## src/rtl/fwd_hazard_tracker.sv

```systemverilog
// Shadow scoreboard of in-flight instructions (EX .. EX+DEPTH) producing operand and
// flag forwarding selects plus the load-use stall for the instruction sitting in ID.
module fwd_hazard_tracker #(
    parameter int unsigned AW       = 5,
    parameter int unsigned NUM_SRC  = 2,
    parameter int unsigned DEPTH    = 2,
    parameter int unsigned ZERO_REG = 31,
    parameter int unsigned SEL_W    = $clog2(DEPTH + 1)
) (
    input  logic                     clk,
    input  logic                     reset,
    input  logic                     id_valid,
    input  logic [NUM_SRC*AW-1:0]    id_src,
    input  logic [NUM_SRC-1:0]       id_src_used,
    input  logic [AW-1:0]            id_rd,
    input  logic                     id_regwrite,
    input  logic                     id_load,
    input  logic                     id_setflags,
    input  logic                     id_useflags,
    input  logic                     flush,
    output logic [NUM_SRC*SEL_W-1:0] fwd_sel,
    output logic                     fwd_flags,
    output logic [SEL_W-1:0]         flag_sel,
    output logic                     stall
);

    typedef struct packed {
        logic                  valid;
        logic [AW-1:0]         rd;
        logic                  wr;
        logic                  ld;
        logic                  setf;
        logic                  usef;
        logic [NUM_SRC*AW-1:0] src;
        logic [NUM_SRC-1:0]    src_used;
    } entry_t;

    localparam logic [AW-1:0] ZR = AW'(ZERO_REG);

    entry_t sb_q [DEPTH+1];
    entry_t ent0_d;
    logic   load_hz;
    logic   flag_hz;

    always_ff @(posedge clk or negedge reset) begin
        if (!reset) begin
            for (int unsigned i = 0; i <= DEPTH; i++) begin
                sb_q[i] <= '0;
            end
        end else begin
            sb_q[0] <= ent0_d;
            for (int unsigned i = 1; i <= DEPTH; i++) begin
                sb_q[i] <= sb_q[i-1];
            end
        end
    end

    // Flush outranks stall: either way EX receives a bubble.
    always_comb begin
        ent0_d = '0;
        if (id_valid && !stall && !flush) begin
            ent0_d.valid    = 1'b1;
            ent0_d.rd       = id_rd;
            ent0_d.wr       = id_regwrite;
            ent0_d.ld       = id_load;
            ent0_d.setf     = id_setflags;
            ent0_d.usef     = id_useflags;
            ent0_d.src      = id_src;
            ent0_d.src_used = id_src_used;
        end
    end

    always_comb begin
        load_hz = 1'b0;
        if (sb_q[0].valid && sb_q[0].wr && sb_q[0].ld && (sb_q[0].rd != ZR)) begin
            for (int unsigned k = 0; k < NUM_SRC; k++) begin
                if (id_valid && id_src_used[k] && (id_src[k*AW +: AW] == sb_q[0].rd)) begin
                    load_hz = 1'b1;
                end
            end
        end
        flag_hz = id_useflags && sb_q[0].valid && sb_q[0].setf && sb_q[0].ld;
        stall   = load_hz || flag_hz;
    end

    // Scan oldest to newest so the nearest producer overwrites older ones.
    always_comb begin
        fwd_sel = '0;
        if (sb_q[0].valid) begin
            for (int unsigned k = 0; k < NUM_SRC; k++) begin
                for (int unsigned n = 0; n < DEPTH; n++) begin
                    if (sb_q[DEPTH-n].valid && sb_q[DEPTH-n].wr && (sb_q[DEPTH-n].rd != ZR) &&
                        sb_q[0].src_used[k] && (sb_q[DEPTH-n].rd == sb_q[0].src[k*AW +: AW])) begin
                        fwd_sel[k*SEL_W +: SEL_W] = SEL_W'(DEPTH - n);
                    end
                end
            end
        end
    end

    always_comb begin
        fwd_flags = 1'b0;
        flag_sel  = '0;
        if (sb_q[0].valid && sb_q[0].usef) begin
            for (int unsigned n = 0; n < DEPTH; n++) begin
                if (sb_q[DEPTH-n].valid && sb_q[DEPTH-n].setf) begin
                    fwd_flags = 1'b1;
                    flag_sel  = SEL_W'(DEPTH - n);
                end
            end
        end
    end

endmodule

```

## config.mk

```make
export PLATFORM = sky130hd
export DESIGN_NAME = fwd_hazard_tracker
export DESIGN_NICKNAME = d
export VERILOG_FILES = /design/src/rtl/fwd_hazard_tracker.sv
export SDC_FILE = /design/constraint.sdc
export NUM_CORES = 1
export LEC_CHECK = 0
export BUFFER_PORTS_ARGS = -buffer_cell sky130_fd_sc_hd__buf_2
export CAP_MARGIN = 20
export CORE_MARGIN = 2
export CORE_UTILIZATION = 40
export DETAILED_ROUTE_END_ITERATION = 6
export PLACE_DENSITY = 0.59
export SLEW_MARGIN = 20
export SYNTH_ARGS = -nofsm -noshare
export SYNTH_HDL_FRONTEND = slang
export SYNTH_SLANG_ARGS = --single-unit
```

## constraint.sdc

```tcl
create_clock -name clk -period 1.4 [get_ports clk]
set_input_delay 0.21 -clock clk [delete_from_list [all_inputs] [get_ports clk]]
set_output_delay 0.21 -clock clk [all_outputs]
set_load 0.01 [all_outputs]
```

==> results of run 1 <==
synth_stat cells, types with 2 or more instances:
cell type / number / area, sq um
and2_1: 2 / 12.5
a21oi_2: 2 / 17.5
a21oi_1: 21 / 105
buf_2: 3 / 15.0
nand4_1: 8 / 50.1
nand2_1: 4 / 15.0
xnor2_1: 22 / 193
nand3_1: 27 / 135
and3_1: 2 / 12.5
nor2_1: 2 / 7.51
clkbuf_1: 3 / 11.3
dfrtp_1: 38 / 951
buf_6: 2 / 22.5
nor3_1: 2 / 10.0
xor2_1: 8 / 70.1
nor4_1: 2 / 12.5
how the worst max path moves through the flow:
stage                  start         end  slack (ps)  depth (start not counted)
finish              sb_q[46]  fwd_sel[1]        -310                          5
global route        sb_q[16]  fwd_sel[3]        -460                          5
global placement    sb_q[42]  fwd_sel[2]         -20                          5
detailed placement  sb_q[16]  fwd_sel[1]         -50                          5
CTS                 sb_q[49]  fwd_sel[1]        -330                          5
floorplan           sb_q[63]       stall          50                          4
tightest hold or removal path, cell delays in order:
cell     delay (ps)
buf_2           100
nand3_1          50
a21oi_1          40
cell families after synthesis:
| family | after synthesis | synth area share, % |
|---|---|---|
| and+or+nand+nor | 52 | 16.2 |
| buffers and inverters | 8 | 2.85 |
| xor gates and xnor gates | 30 | 15.4 |
| AOI/OAI and AO/OA | 28 | 10.0 |
| DFF | 38 | 55.6 |
repair_timing:
action	in CTS	in global routing
pin swaps	25	9
setup buffers	6	3
endpoints found under the hold margin	38	0
hold buffers	1	0
gates resized for setup	9	13
endpoints found under the setup margin	9	30
metal layers:
layer | vias up | track usage (%)
met3 | 12 | 3.05
met4 | 0 | 8.71
li1 | 663 | -
met1 | 655 | 20.9
met2 | 34 | 29.6
met5 | - | 0
per-stage QoR:
stage | util (%) | cells | setup WS [ps] | power, uW
2_1_floorplan | - | 156 | 52.3 | 1300
3_3_place_gp | 49.0 | 244 | -23.0 | 1400
3_5_place_dp | 49.0 | 244 | -46.2 | 1410
4_1_cts | 55.0 | 259 | -327 | 2550
5_1_grt | 57.0 | 262 | -458 | 2650
6_report | 57.0 | 262 | -306 | 2540
layout make-up:
type                    instances  area, sq um
well taps                      50         62.6
repair buffers                 56          378
clock inverters                 2         60.1
multi-input cells             110          772
fillers                       322         1750
flip-flops and latches         38          956
clock buffers                   6         82.6
power by group through the flow:
| stage | clock network, uW | registers [uW] | logic [uW] |
|---|---|---|---|
| after floorplan | 0 | 1190 | 108 |
| after global placement | 0 | 1200 | 201 |
| after detailed placement | 0 | 1210 | 205 |
| after CTS | 1140 | 1180 | 227 |
| after global routing | 1200 | 1190 | 263 |
| final | 1120 | 1190 | 238 |
==> out/metrics.cfg, run 1 <==
[outcome]
status=finished, violations left
violations=negative setup slack

[power_and_ir_drop]
clockPowerShare_pct=43.9
pwr-share-comb_pct=9.3
sw_frac_of_total_pct=20.2
intPower_uw=2030
power_density_mw_per_mm2=1100
leakage_uw=0.00110
worst_ir_drop_vdd_uv=796
p_sw_uw=515
power_frac_seq_pct=46.7

[floorplan]
fp-row-count=23
die_w_um=69.4
ioPinCount=33
initial_core_util_pct=42.2
core_area_sq_mm=0.00406
die_y_um=69.4
dieArea_sq_mm=0.00481

[clocking]
cts_buffers=5
cts_tree=built
cts.reportedPaths.clkPinSlew_ps=70
cts-root-buf=clkbuf_8
cts.sinks=38
h-tree-depth=2
clk_latency_ps=280
clock_path_buffers=2

[detailed_routing]
top_layer_used=met4
wl_per_cell_um=14.4
met1_length_um=1550
avgViaCountPerCell=5.21
met2_length_um=1980
drcViolationCount=0
finalWirelength_um=3770
vias=1364
drtIter0Drc=36
drtAntennaViolNets=0
wl_met3_um=141
dr.pass1.iters=4

[timing]
final-hold-violation-count=0
hold_slack_ps=146
fmax_ghz=0.586
slew-limit-headroom_pct=69.9
period_minus_slack_ps=1710
rsz0062_at_grt=yes
drv_slew=0
worst_pin_slew_ps=451
worst_slack_ps=-306
setup_viol=14
fin_tns_setup_ps=-1500
clock-skew-final_ps=2.66
finalCritPeriodShare_pct=122

[layout]
largest_register=sb_q
n_antenna_cell=0
areaGrowthSynthToFinish_pct=35.1
mostFrequentLayoutCell=dfrtp_1
fin_area_sq_mm=0.00231
largest_reg_flops=38
nets=236
most-common-layout-cells=34 x dfrtp_1, 30 x buf_2, 27 x nand3_1
drive_gt1_share_pct=38.7
reg.largest.list=sb_q: 38 flops

[critical_path]
r2r-end=sb_q[51]
crit_path_top_delay_cell=dfrtp_1
r2r_start=sb_q[62]
worstSetupStartpointType=register
critPathKind=reg2out
cp_data_required_time_ps=1190
crit_fanout=2
critical_path_arrival_ps=1500
reg2reg_depth=6
critPathTopFamily=simple AND/OR/NAND/NOR gates
rrSetupSlack_ps=-10
max_stage_delay_ps=420
worst_setup_path_end_kind=output pin
crit_buf_inv=1
path_cells=xor2_1 > nor4_2 > nand4_1 > nor2_1 > buf_2

[place]
hpwl_um=2820
gp_congestion=0.869
placedInstanceArea_sq_mm=0.00199
port_buffers=32

[yosys]
ys.flop_type=dfrtp_1
ys_ff_latch=38
synth_edf_count=0
synthDistinctLibCells=24
syn_inst=156
synthArstFlopShare_pct=100
postSynthAreaPerCell_sq_um=11.0
syn_nets=181
mappedNetlistArea_sq_mm=0.00171
ys_seq_area_share_pct=55.6
yosys_warnings=0

[job]
cap_viol_max_count=0

[hold_path]
holdPathStages=3
hp-start=id_rd[1]
hold_end=sb_q[61]
min_path_type=in2reg

[global_routing]
grt_max_degree=39
grt_pass1_wl_um=6560
grtUsageTotal_pct=17.3
overflow=0
grt_pass1_vias=1476
antenna_found_initial=0

Note: power is estimated with default switching activity, not from simulation.
==> run 2: changes to the inputs <==
--- a/config.mk
+++ b/config.mk
@@ -9,2 +9,3 @@
 export CAP_MARGIN = 20
+export CORE_ASPECT_RATIO = 1.2
 export CORE_MARGIN = 2
--- a/constraint.sdc
+++ b/constraint.sdc
@@ -3,2 +3,2 @@
 set_output_delay 0.21 -clock clk [all_outputs]
-set_load 0.01 [all_outputs]
+set_load 0.005 [all_outputs]
==> out/metrics.cfg, run 2 (synthesis gave the netlist of run 1 again) <==
[detailed_routing]
vias=1380  ; was 1364
avgViaCountPerCell=5.21  ; about the same
drtIter0Drc=35  ; was 36
wl_per_cell_um=15.7  ; was 14.4 um
drcViolationCount=0  ; unchanged
finalWirelength_um=4170  ; was 3770 um
dr.pass1.iters=4  ; unchanged
drtAntennaViolNets=0  ; unchanged

[hold_path]
min_path_type=in2reg  ; unchanged
holdPathStages=3  ; unchanged

[clocking]
clock_path_buffers=2  ; unchanged
clk_latency_ps=290  ; was 280 ps
cts.reportedPaths.clkPinSlew_ps=70  ; about the same
cts_buffers=5  ; unchanged
h-tree-depth=2  ; unchanged
cts.sinks=38  ; unchanged
cts-root-buf=clkbuf_8  ; unchanged
cts_tree=built  ; unchanged

[job]
cap_viol_max_count=0  ; unchanged

[timing]
worst_slack_ps=-325  ; was -306 ps
clock-skew-final_ps=6.20  ; was 2.66 ps
setup_viol=28  ; was 14
worst_pin_slew_ps=379  ; was 451 ps
final-hold-violation-count=0  ; unchanged
fmax_ghz=0.580  ; was 0.586 GHz
period_minus_slack_ps=1730  ; was 1710 ps
drv_slew=0  ; unchanged
finalCritPeriodShare_pct=123  ; was 122%
slew-limit-headroom_pct=74.7  ; was 69.9%
fin_tns_setup_ps=-4750  ; was -1500 ps
rsz0062_at_grt=yes  ; unchanged

[critical_path]
reg2reg_depth=7  ; was 6
critical_path_arrival_ps=1520  ; was 1500 ps
worstSetupStartpointType=register  ; unchanged
cp_data_required_time_ps=1190  ; about the same
worst_setup_path_end_kind=output pin  ; unchanged
rrSetupSlack_ps=-170  ; was -10 ps
crit_fanout=4  ; was 2
critPathKind=reg2out  ; unchanged

[power_and_ir_drop]
leakage_uw=0.00108  ; was 0.00110 uW
power_density_mw_per_mm2=896  ; was 1100 mW/mm^2
worst_ir_drop_vdd_uv=671  ; was 796 uV
p_total_uw=2160  ; was 2540 uW

[layout]
nets=234  ; was 236
most-common-layout-cells=32 x buf_2, 30 x dfrtp_1, 26 x nand3_1  ; was 34 x dfrtp_1, 30 x buf_2, 27 x nand3_1
multi_input_area_sq_um=876  ; was 772 sq um
ff_latch_area_sq_um=961  ; was 956 sq um
reg.largest.list=sb_q: 38 flops  ; unchanged
drive_gt1_share_pct=49.8  ; was 38.7%
mostFrequentLayoutCell=buf_2  ; was dfrtp_1
n_antenna_cell=0  ; unchanged
fin_area_sq_mm=0.00241  ; was 0.00231 sq mm
fillers=341  ; was 322
areaGrowthSynthToFinish_pct=40.7  ; was 35.1%
largest_reg_flops=38  ; unchanged
largest_register=sb_q  ; unchanged

[place]
gp_congestion=0.819  ; was 0.869
port_buffers=32  ; unchanged
placedInstanceArea_sq_mm=0.00199  ; about the same
hpwl_um=2990  ; was 2820 um

[outcome]
violations=negative setup slack  ; unchanged
status=finished, violations left  ; unchanged

[floorplan]
die_w_um=63.7  ; was 69.4 um
core_area_sq_mm=0.00420  ; was 0.00406 sq mm
fp-row-count=26  ; was 23
dieArea_sq_mm=0.00482  ; was 0.00481 sq mm
die_y_um=75.6  ; was 69.4 um
initial_core_util_pct=40.8  ; was 42.2%
ioPinCount=33  ; unchanged

[global_routing]
grt_pass1_vias=1360  ; was 1476
grt_pass1_wl_um=6570  ; was 6560 um
overflow=0  ; unchanged
antenna_found_initial=0  ; unchanged
grt_max_degree=24  ; was 39
grtUsageTotal_pct=18.3  ; was 17.3%

## run 2: cell count changes in the layout (fill, tap and decap cells not counted), moves of 2 or more
cell	previous run	this run
dfrtp_2	4	8
buf_4	19	12
xnor2_2	4	7
bufinv_16	2	0
buf_2	30	32
a21oi_1	19	1
clkinv_2	0	2
buf_6	4	2
xnor2_1	18	15
buf_12	0	2
dfrtp_1	34	30
a21oi_2	4	21
## run 2: worst paths after layout
kind	start	endpoint
worst max-delay path	sb_q[60]	stall
worst min register to register	sb_q[59]	sb_q[37]
min in group asynchronous	reset	sb_q[48]
max in group asynchronous	reset	sb_q[39]
worst max register to register	sb_q[60]	sb_q[53]
worst min-delay path	id_setflags	sb_q[57]
## run 2: metal layers
| layer | GRT usage [%] | wire length, um | vias to the layer above |
|---|---|---|---|
| met5 | 0 | 0 | - |
| met2 | 34.0 | 2310 | 41 |
| li1 | - | - | 659 |
| met3 | 3.84 | 149 | 8 |
| met4 | 7.73 | 76 | 0 |
| met1 | 20.6 | 1630 | 672 |
## run 2: through the flow
step                      instances  hold slack (ps)  setup slack, ps  util, %
final                           265              153             -325     57.3
after detailed placement        248              146            -95.9     47.5
after floorplan                 156            -85.6             72.9        -
after CTS                       262              138             -315     52.6
after global placement          248              141            -1.20     47.5
after global routing            265              166             -408     57.3
## run 2: layout make-up
cell class,count,share of cell area (%)
sequential,38,39.9
timing repair buffer,54,17.5
multi-input combinational,110,36.4
clock buffer,5,2.86
clock inverter,2,0.416
tap,56,2.91
## run 2: critical path, stage by stage (launching register included)
cell and delay, ps:
dfrtp_2 450, xnor2_2 150, nand4_1 150, o22ai_2 230, a21bo_2 150, buf_2 100
## run 2: report_power, final
part           leakage [uW]  switching, uW  internal, uW  total, uW
Sequential         0.000498           47.6          1140       1190
Clock             0.0000438            364           334        697
Combinational      0.000542            125           143        268
## run 2: timing repair
action                                  4_1_cts  5_1_grt
hold buffers                                  1        0
buffers inserted                              5        2
pin swaps                                    20       10
endpoints found under the hold margin        15        0
endpoints found under the setup margin       29       30
gates cloned                                  1        1
resized for setup                             9       41
==> run 3: changes to the inputs <==
CELL_PAD_IN_SITES_DETAIL_PLACEMENT = 1   (was unset)
CELL_PAD_IN_SITES_GLOBAL_PLACEMENT = 1   (was unset)
CORE_MARGIN = 1   (was 2)
PLACE_DENSITY = 0.73   (was 0.59)
==> out/metrics.cfg, run 3 (synthesis gave the netlist of run 1 again) <==
[outcome]
status=finished, violations left  ; unchanged
violations=negative setup slack  ; unchanged

[detailed_routing]
drcViolationCount=0  ; unchanged
drtAntennaViolNets=0  ; unchanged
dr.pass1.iters=4  ; unchanged
wl_per_cell_um=18.5  ; was 15.7 um
vias=1402  ; was 1380
finalWirelength_um=4940  ; was 4170 um
avgViaCountPerCell=5.25  ; was 5.21
drtIter0Drc=20  ; was 35

[critical_path]
rrSetupSlack_ps=-120  ; was -170 ps
critPathTopFamily=flip-flops  ; unchanged
cp_data_required_time_ps=1190  ; about the same
crit_fanout=4  ; unchanged
reg2reg_depth=6  ; was 7
r2r-end=sb_q[54]  ; was sb_q[53]
crit_buf_inv=1  ; unchanged
critical_path_arrival_ps=1560  ; was 1520 ps
max_stage_delay_ps=470  ; was 450 ps
r2r_start=sb_q[61]  ; was sb_q[60]
critPathKind=reg2out  ; unchanged
worst_setup_path_end_kind=output pin  ; unchanged
crit_path_top_delay_cell=dfrtp_2  ; unchanged
worstSetupStartpointType=register  ; unchanged
path_cells=xnor2_2 > nand4_1 > o22ai_2 > a21bo_2 > buf_2  ; unchanged

[layout]
reg.largest.list=sb_q: 38 flops  ; unchanged
largest_register=sb_q  ; unchanged
final_core_util_pct=60.6  ; was 57.3%
multi_input_area_sq_um=886  ; was 876 sq um
ff_latch_area_sq_um=961  ; unchanged
most-common-layout-cells=32 x buf_2, 30 x dfrtp_1, 27 x nand3_1  ; was 32 x buf_2, 30 x dfrtp_1, 26 x nand3_1
n_antenna_cell=0  ; unchanged
nets=237  ; was 234
largest_reg_flops=38  ; unchanged
fillers=457  ; was 341
areaGrowthSynthToFinish_pct=41.8  ; was 40.7%
mostFrequentLayoutCell=buf_2  ; unchanged
drive_gt1_share_pct=48.8  ; was 49.8%
instances_no_fill=267  ; was 265

[power_and_ir_drop]
clockPowerShare_pct=34.6  ; was 32.4%
sw_frac_of_total_pct=25.0  ; was 24.9%
leakage_uw=0.00109  ; was 0.00108 uW
p_sw_uw=559  ; was 536 uW
power_frac_seq_pct=53.2  ; was 55.2%
worst_ir_drop_vdd_uv=682  ; was 671 uV
power_density_mw_per_mm2=923  ; was 896 mW/mm^2
intPower_uw=1680  ; was 1620 uW
pwr-share-comb_pct=12.2  ; was 12.4%

[floorplan]
dieArea_sq_mm=0.00454  ; was 0.00482 sq mm
ioPinCount=33  ; unchanged
die_w_um=61.7  ; was 63.7 um
die_y_um=73.6  ; was 75.6 um
fp-row-count=25  ; was 26
core_area_sq_mm=0.00400  ; was 0.00420 sq mm
initial_core_util_pct=42.7  ; was 40.8%

[job]
cap_viol_max_count=0  ; unchanged

[timing]
period_minus_slack_ps=1770  ; was 1730 ps
hold_slack_ps=148  ; was 153 ps
rsz0062_at_grt=yes  ; unchanged
slew-limit-headroom_pct=68.1  ; was 74.7%
fmax_ghz=0.564  ; was 0.580 GHz
finalCritPeriodShare_pct=127  ; was 123%
final-hold-violation-count=0  ; unchanged
setup_viol=28  ; unchanged
worst_slack_ps=-374  ; was -325 ps
worst_pin_slew_ps=478  ; was 379 ps
clock-skew-final_ps=9.57  ; was 6.20 ps
drv_slew=0  ; unchanged

[clocking]
cts.sinks=38  ; unchanged
h-tree-depth=2  ; unchanged
cts-root-buf=clkbuf_8  ; unchanged
cts_tree=built  ; unchanged
clock_path_buffers=2  ; unchanged
clk_latency_ps=290  ; about the same
cts_buffers=5  ; unchanged
cts.reportedPaths.clkPinSlew_ps=70  ; about the same

[global_routing]
grt_pass1_vias=1501  ; was 1360
grt_pass1_wl_um=7260  ; was 6570 um
grtUsageTotal_pct=22.9  ; was 18.3%
overflow=0  ; unchanged
grt_max_degree=39  ; was 24
antenna_found_initial=0  ; unchanged

[hold_path]
hold_end=sb_q[60]  ; was sb_q[57]
hp-start=id_rd[0]  ; was id_setflags
holdPathStages=3  ; unchanged
min_path_type=in2reg  ; unchanged

[place]
dp_cells=245  ; was 248
port_buffers=32  ; unchanged
hpwl_um=3340  ; was 2990 um
detailedPlace.worstSlack_ps=-154  ; was -95.9 ps
gp_congestion=0.789  ; was 0.819

-- run 3: cell types whose count changed in the layout (fill, tap and decap cells not counted), sizes merged --
cell    delta
buf        +2
clkinv     -1
clkbuf     +3
-- run 3: repair_timing --
item | CTS | global route
setup endpoints to repair | 21 | 29
hold endpoints to repair | 38 | 0
hold buffers | 1 | 0
cloned | 0 | 2
resized for setup | 12 | 39
pin swaps | 18 | 9
setup buffers | 10 | 2
-- run 3: power groups by stage --
stage	clock network, uW	logic (uW)	registers [uW]
after global placement	0	194	1200
after global routing	829	295	1200
final	775	272	1190
after detailed placement	0	205	1210
after floorplan	0	108	1190
after CTS	778	236	1190
-- run 3: worst max-delay path by stage --
stage                        start    endpoint  slack (ps)  cells past startpoint
after floorplan           sb_q[63]       stall          70                      4
after global placement    sb_q[42]  fwd_sel[2]         -10                      5
final                     sb_q[61]       stall        -370                      5
after detailed placement  sb_q[16]  fwd_sel[1]        -150                      5
after CTS                 sb_q[19]  fwd_sel[1]        -380                      5
after global routing      sb_q[61]       stall        -450                      5
-- run 3: routing by layer --
metal / wire length [um] / global-route usage (%) / up-vias
li1: - / - / 662
met5: 0 / 0 / -
met4: 95 / 8.15 / 0
met2: 2760 / 42.1 / 28
met1: 1970 / 25.8 / 704
met3: 113 / 4.05 / 8
-- run 3: worst reg2reg max path: cells and delay by family (launching register included) --
family	cells	cell delay (ps)
xor+xnor	1	200
buf+inv	2	330
compound gates	2	260
simple gates	1	140
flops	1	470
-- run 3: layout make-up --
class	instances	share of cell area, %
well taps	54	2.78
repair buffers	57	17.3
clock buffers	7	3.56
multi-input cells	110	36.5
clock inverters	1	0.206
flip-flops and latches	38	39.6
-- run 3: per-stage QoR --
stage / power (uW) / cell area (sq um) / setup TNS [ps]
final: 2240 / 2430 / -3990
after global routing: 2320 / 2430 / -6020
after CTS: 2200 / 2190 / -1590
after detailed placement: 1420 / 1970 / -322
after global placement: 1400 / 1970 / -16.5
after floorplan: 1300 / 1710 / 0
